--- src/rtl/des_round_sequencer_pkg.sv ---
// Shared DES sequencing definitions: round count, FSM state encoding and the
// round-counter start value for each cipher direction.
package des_round_sequencer_pkg;

  localparam int unsigned DES_ROUNDS = 16;

  typedef enum logic [1:0] {
    ST_IDLE  = 2'd0,
    ST_ROUND = 2'd1,
    ST_FINAL = 2'd2,
    ST_DONE  = 2'd3
  } des_state_e;

  function automatic logic [3:0] round_start(input logic decrypt, input int unsigned n);
    return decrypt ? 4'(n - 1) : 4'd0;
  endfunction

endpackage

--- src/rtl/des_round_counter.sv ---
// Round index counter: loadable, counts up (encrypt) or down (decrypt) and
// flags the last round of the block in the current direction.
module des_round_counter
  import des_round_sequencer_pkg::*;
#(
  parameter int unsigned NUM_ROUNDS = DES_ROUNDS
) (
  input  logic       clk,
  input  logic       rst_n,
  input  logic       clr,
  input  logic       load,
  input  logic [3:0] load_val,
  input  logic       en,
  input  logic       down,
  output logic [3:0] count,
  output logic       last
);

  localparam logic [3:0] LAST_IDX = 4'(NUM_ROUNDS - 1);

  logic [3:0] count_q, count_d;

  always_comb begin
    count_d = count_q;
    if (clr)       count_d = '0;
    else if (load) count_d = load_val;
    else if (en)   count_d = down ? count_q - 4'd1 : count_q + 4'd1;
  end

  always_ff @(posedge clk or negedge rst_n) begin
    if (!rst_n) count_q <= '0;
    else        count_q <= count_d;
  end

  assign count = count_q;
  assign last  = down ? (count_q == '0) : (count_q == LAST_IDX);

endmodule

--- src/rtl/des_round_sequencer.sv ---
// DES round sequencer: accepts a block, steps the Feistel datapath through
// NUM_ROUNDS rounds, issues the final swap/FP, then holds the result.
module des_round_sequencer
  import des_round_sequencer_pkg::*;
#(
  parameter int unsigned NUM_ROUNDS = DES_ROUNDS
) (
  input  logic       clk,
  input  logic       rst_n,
  input  logic       in_valid,
  input  logic       in_decrypt,
  output logic       in_ready,
  input  logic       abort,
  output logic [3:0] round,
  output logic       load,
  output logic       step,
  output logic       finish,
  output logic       out_valid,
  input  logic       out_ready,
  output logic       busy
);

  des_state_e state_q, state_d;
  logic       mode_q, mode_d;
  logic       accept;
  logic [3:0] cnt;
  logic       cnt_last;

  // Gated by rst_n so every output reads 0 while reset is held.
  assign in_ready = rst_n & ((state_q == ST_IDLE) | ((state_q == ST_DONE) & out_ready));
  assign accept   = in_valid & in_ready;

  always_comb begin
    state_d = state_q;
    mode_d  = mode_q;
    if (accept) mode_d = in_decrypt;
    case (state_q)
      ST_IDLE:  if (accept) state_d = ST_ROUND;
      ST_ROUND: if (cnt_last) state_d = ST_FINAL;
      ST_FINAL: state_d = ST_DONE;
      ST_DONE:  if (out_ready) state_d = accept ? ST_ROUND : ST_IDLE;
      default:  state_d = ST_IDLE;
    endcase
    if (abort) state_d = ST_IDLE;
  end

  always_ff @(posedge clk or negedge rst_n) begin
    if (!rst_n) begin
      state_q <= ST_IDLE;
      mode_q  <= 1'b0;
    end else begin
      state_q <= state_d;
      mode_q  <= mode_d;
    end
  end

  // Counter clears whenever the next state leaves ROUND, so it never wraps.
  des_round_counter #(.NUM_ROUNDS(NUM_ROUNDS)) u_cnt (
    .clk      (clk),
    .rst_n    (rst_n),
    .clr      (state_d != ST_ROUND),
    .load     (accept),
    .load_val (round_start(in_decrypt, NUM_ROUNDS)),
    .en       (state_q == ST_ROUND),
    .down     (mode_q),
    .count    (cnt),
    .last     (cnt_last)
  );

  assign load      = accept;
  assign step      = (state_q == ST_ROUND);
  assign finish    = (state_q == ST_FINAL);
  assign out_valid = (state_q == ST_DONE);
  assign busy      = (state_q != ST_IDLE);
  assign round     = step ? cnt : '0;

endmodule

--- config.mk ---
export PLATFORM = sky130hd
export DESIGN_NAME = des_round_sequencer
export DESIGN_NICKNAME = d
export VERILOG_FILES = /design/src/rtl/des_round_sequencer_pkg.sv /design/src/rtl/des_round_counter.sv /design/src/rtl/des_round_sequencer.sv
export SDC_FILE = /design/constraint.sdc
export NUM_CORES = 1
export LEC_CHECK = 0
export ABC_AREA = 1
export ABC_CLOCK_PERIOD_IN_PS = 1900
export BUFFER_PORTS_ARGS = -buffer_cell sky130_fd_sc_hd__clkbuf_2
export CAP_MARGIN = 20
export CORE_ASPECT_RATIO = 0.8
export CORE_UTILIZATION = 30
export DETAILED_ROUTE_END_ITERATION = 10
export HOLD_SLACK_MARGIN = 0.1
export PLACE_DENSITY_LB_ADDON = 0.05
export SETUP_SLACK_MARGIN = 0.3
export SYNTH_ARGS = -nofsm -noshare
export SYNTH_HDL_FRONTEND = slang
export SYNTH_SLANG_ARGS = --single-unit
--- constraint.sdc ---
create_clock -name clk -period 1.9 [get_ports clk]
set_input_delay 0.095 -clock clk [delete_from_list [all_inputs] [get_ports clk]]
set_output_delay 0.095 -clock clk [all_outputs]
set_load 0.02 [all_outputs]
### Yosys cells after proc, flatten, opt, wreduce, memory -nomap -nowiden

Index checks and enable logic that the tools add are counted.

* register bits after elaboration: 7
* input bits: 6
* output and inout port bits: 10
* logic and storage cells: 31

* $add $sub $neg: 2
* eq/ne operators: 5
* multiplexer cells: 13
* bitwise logic cells: 4
* reductions and logical operators: 4

Operators by type and width (count)
* two-way mux 4 bit: 6
* two-way mux 2 bit: 4
* one-hot mux 2 bit (4 select lines): 1
* adder 4 x 1 -> 4 bit, second input constant: 1
* == test 2 bit, second input constant: 2
* == test 4 bit, second input constant: 1
* zero test 4 bit: 1
* subtractor 4 x 1 -> 4 bit, second input constant: 1
* AND 1 bit: 3
* nonzero test 3 bit: 1
* == test 2 x 1 -> 1 bit, second input constant: 1
* zero test 2 bit: 1
* two-way mux 1 bit: 2
* inequality test 2 x 1 -> 1 bit, second input constant: 1
* nonzero test 2 bit: 1
* bitwise OR 1 bit: 1

### Logic depth before layout (Yosys ltp)

* depth in word-level cells: 11
* gate-level depth with buffers: 9
* depth with buffers taken out: 9

### Hierarchy

From an unflattened synthesis, not the netlist that was laid out.

* cells, all modules: 91
* area, all modules: 581.8 µm²

By module, submodules not included
* des_round_counter: times used 1, cells an instance 51, area each 347.8 µm², sequential area each 100.1 µm²
* des_round_sequencer: times used 1, cells an instance 40, area each 234.0 µm², sequential area each 75.1 µm²

### Worst setup path after synthesis

Ideal clock, no wire load.

* kind: register to output
* start: register state_q[0]
* end: output round[0]
* data arrival time: 1239 ps
* required time: 1805 ps
* slack: 566 ps
* cell stages (with the launch flop): 5
* path buffers: 0
* cell sequence: dfrtp_1 -> inv_2 -> nor2_1 -> inv_1 -> nor2_1

* word-level cells in the longest chain between the ends: 2

Ends and longest elaborated chain
* from (decl): line des_round_sequencer.sv:23 `des_state_e state_q, state_d;`
* from (signal assigned): line des_round_sequencer.sv:52 `state_q <= state_d;`
* == test 2 x 1 -> 1 bit: line des_round_sequencer.sv:71 `assign step = (state_q == ST_ROUND);`
* named net step: line des_round_sequencer.sv:16 `output logic step,`
* two-way mux 4 bit: line des_round_sequencer.sv:75 `assign round = step ? cnt : '0;`
* to (decl): line des_round_sequencer.sv:14 `output logic [3:0] round,`

The timed path passes the listed nets, and every way through them passes these cells.

### Worst setup path in the final report

* start: register mode_q
* end: register u_cnt.count_q[3] (netlist: u_cnt.count[3])

* word-level cells in the longest chain between the ends: 6
* elaborated cells on any way between the ends: 10
* classes of those cells: eq/ne: 1; mux: 8; reduce/logical: 1

Ends and longest elaborated chain
* from (decl): line des_round_sequencer.sv:24 `logic mode_q, mode_d;`
* from (signal assigned): line des_round_sequencer.sv:53 `mode_q <= mode_d;`
* two-way mux 1 bit: line des_round_counter.sv:36 `assign last = down ? (count_q == '0) : (count_q == LAST_IDX);`
* two-way mux 2 bit: line des_round_sequencer.sv:39 `ST_ROUND: if (cnt_last) state_d = ST_FINAL;`
* one-hot mux 2 bit (4 select lines): line des_round_sequencer.sv:37 `case (state_q)`
* two-way mux 2 bit: line des_round_sequencer.sv:44 `if (abort) state_d = ST_IDLE;`
* inequality test 2 x 1 -> 1 bit: line des_round_sequencer.sv:61 `.clr (state_d != ST_ROUND),`
* nonzero test 3 bit (no line) / two-way mux 4 bit (equally long branches)
* to (signal assigned): line des_round_counter.sv:32 `else count_q <= count_d;`
* to (decl): line des_round_counter.sv:21 `logic [3:0] count_q, count_d;`

Several ways; a longest one is shown, not always the timed one. The select of a mux whose other input is x is not followed.
A chain may end at the register's enable or synchronous reset.

==> metrics.txt <==
flop2flop setup slack 0.48 ns; Routed Wire Length 1.02 mm; Seq cells post-synth 7; ANT nets after route 0; Setup Skew 0.000269 ns; Min-Delay Endpoint mode_q; Hold Path Depth 4; Synth Net Count 87; Cell Pwr Density 1100 nW/um^2; core area 1660 sq um; crit path buf inv count 0; hpwl dp 878 um; Total GRT Usage 12.9%; Reg2Reg Depth 7; Post-Synthesis Cells 78; Hold Fails Final Rpt 0; unrepaired setup endpoints after global routing no; WP data arrival 1.55 ns; status finished, final reports clean; pin count of the biggest net entering global routing 10; sw frac 44.3%; WL per Instance 8.40 um; worst skew pair latency 0.24 ns; postcts setup bufs 0; crit-path max FO 7; r2r startpoint mode_q; total grt overflow 0; H-tree depth 1; final worst-path cycle share 74.9%; Detailed Route Iter0 Violations 2; TritonCTS buffer count 3; Rel. slew slack 80.8%; post-synth top area share 32.6%; power share of the clock group 17.2%; CP most frequent cell nand2_1; max incr delay on CP 0.46 ns; maximum vdd drop 0.000422 V; Reg clk slew, reported paths 0.05 ns; Rows 13; r2r endpoint u_cnt.count[3]; Cell variety after synth 19; DRC viols 0; first-pass GRT wire length 1.84 mm; Clk Tree Root Cell clkbuf_4; Yosys warning count 0; number of max-cap violations 0; Gate power share 51.2%; Pwr Total 0.759 mW; Peak Freq 703 MHz; initial antenna violation count 0; Seq pwr share 31.6%; setup TNS 0 ns; Synth area leader dfrtp_1; Worst EP required 2.03 ns; Lkg Pwr 0.429 nW; Crit-path slowest cell dfrtp_1; layout cells sized above 1 26.3%; vias per cell 4.08; Post-Layout Cell Count 121; sequential share of the synthesized area 32.6%; vias in the first global route 429; Chip Width 49.3 um; Syn Std Cell Area 538 sq um; Die ar. 1970 sq um; Worst Hold Class in -> reg; Post-CTS Hold Buffers 2; Syn Area/Cell 6.90 sq um; critical-path cell list ha_1 > a21oi_1 > nand2_1 > nand2_1 > nand3_1 > nand2_1 > nor2_1; CTS tree built; GP Congestion 0.703; # IOs 16; dpl ws 0.472 ns; Crit path max-delay family flip-flops; first drt pass iteration count 2; initial core utilization 32.4%; Fin Hold WS 0.198 ns; height of the chip 39.9 um; Post-CTS Resized 0; startpoint types flip-flop; Worst Max-Slew Pin Slew 0.285 ns; Period minus WS final 1.42 ns; clock buffer depth 2; min setup slack post-route 0.478 ns; internal power 0.423 mW; Buffers on Ports 15; Final #Nets 109; # diodes 0; Final Setup Violations 0; synth top area cells dfrtp_1 33%, nand2_1 13%, inv_1 11%; Psw 0.336 mW; fin. max-slew vios 0; crit end category flip-flop; HP Start in_decrypt; Layout Area Growth over Synthesis 27.7%; cell total after placement 115; CP Class reg -> reg; detailed-route via count 494; CTS Sinks 7
worst max-delay path by stage:
stage	slack, ns	end	depth (start not counted)	startpoint
2_1_floorplan	0.57	round[0]	4	state_q[0]
3_3_place_gp	0.51	u_cnt.count[3]	7	mode_q
3_5_place_dp	0.47	u_cnt.count[3]	7	mode_q
4_1_cts	0.46	u_cnt.count[3]	7	mode_q
5_1_grt	0.36	u_cnt.count[3]	7	mode_q
6_report	0.48	u_cnt.count[3]	7	mode_q
power by group through the flow:
stage / logic [mW] / registers, mW / clock network [mW]
finish: 0.389 / 0.239 / 0.131
global placement: 0.394 / 0.244 / 0
detailed placement: 0.391 / 0.243 / 0
global route: 0.452 / 0.249 / 0.154
floorplan: 0.309 / 0.228 / 0
CTS: 0.398 / 0.240 / 0.138
Yosys cell counts:
cell     number
nand2_2       1
a21oi_1       2
inv_4         1
fa_1          1
dfrtp_1       7
ha_1          2
o21a_1        1
o21ai_2       1
nor2_1       13
inv_1        16
nand4_1       1
and3_1        1
inv_2         2
nand3_1       5
nand3_4       1
nand2_4       2
nand2_1      19
xnor2_1       1
o21ai_0       1
sequential cells by signal (all words and copies together), names as in the netlist:
signal,cells
state_q,2
mode_q,1
u_cnt.count,4
metal layers:
metal	part of all wire (%)	global-route usage, %
met5	0	0
met4	0	6.62
met3	3.3	2.33
met1	55	17.4
met2	42	19.5
worst register-to-register path: cells and delay by family (launching register included):
family	cells	cell delay, ns
flip-flops	1	0.46
AND/OR/NAND/NOR	5	0.28
AO/OA/AOI/OAI	1	0.19
adder cells (fa/ha/maj)	1	0.38
cells in the final DEF, fill, tap and decap left out, types with 2 or more instances in the layout:
| master | count |
|---|---|
| ha_1 | 2 |
| inv_1 | 16 |
| clkbuf_4 | 3 |
| dfrtp_1 | 7 |
| inv_2 | 2 |
| nand3_1 | 5 |
| nor2_1 | 13 |
| nand2_4 | 2 |
| nand2_1 | 19 |
| clkbuf_2 | 15 |
| a21oi_1 | 2 |
| dlygate4sd3_1 | 2 |
kinds of logic after synthesis:
| logic type | synth area share, % |
|---|---|
| AND/OR/NAND/NOR | 37.9 |
| buffers and inverters | 13.7 |
| flip-flops | 32.6 |
| AO/OA/AOI/OAI | 5.81 |
| adder cells (fa/ha/maj) | 8.37 |
| XOR/XNOR | 1.63 |
final cells by class:
type	instances	area, sq um
fill	185	972
timing repair buffer	17	95.1
tap	22	27.5
sequential	7	175
clock buffer	4	26.3
inverter	19	73.8
multi-input combinational	52	289
metrics by stage:
step	utilization, %	instance area [sq um]
2_1_floorplan	-	538
3_3_place_gp	38.6	641
3_5_place_dp	38.6	641
4_1_cts	41.4	687
5_1_grt	41.4	687
6_report	41.4	687
No activity file was read; power rests on OpenSTA's default activity.
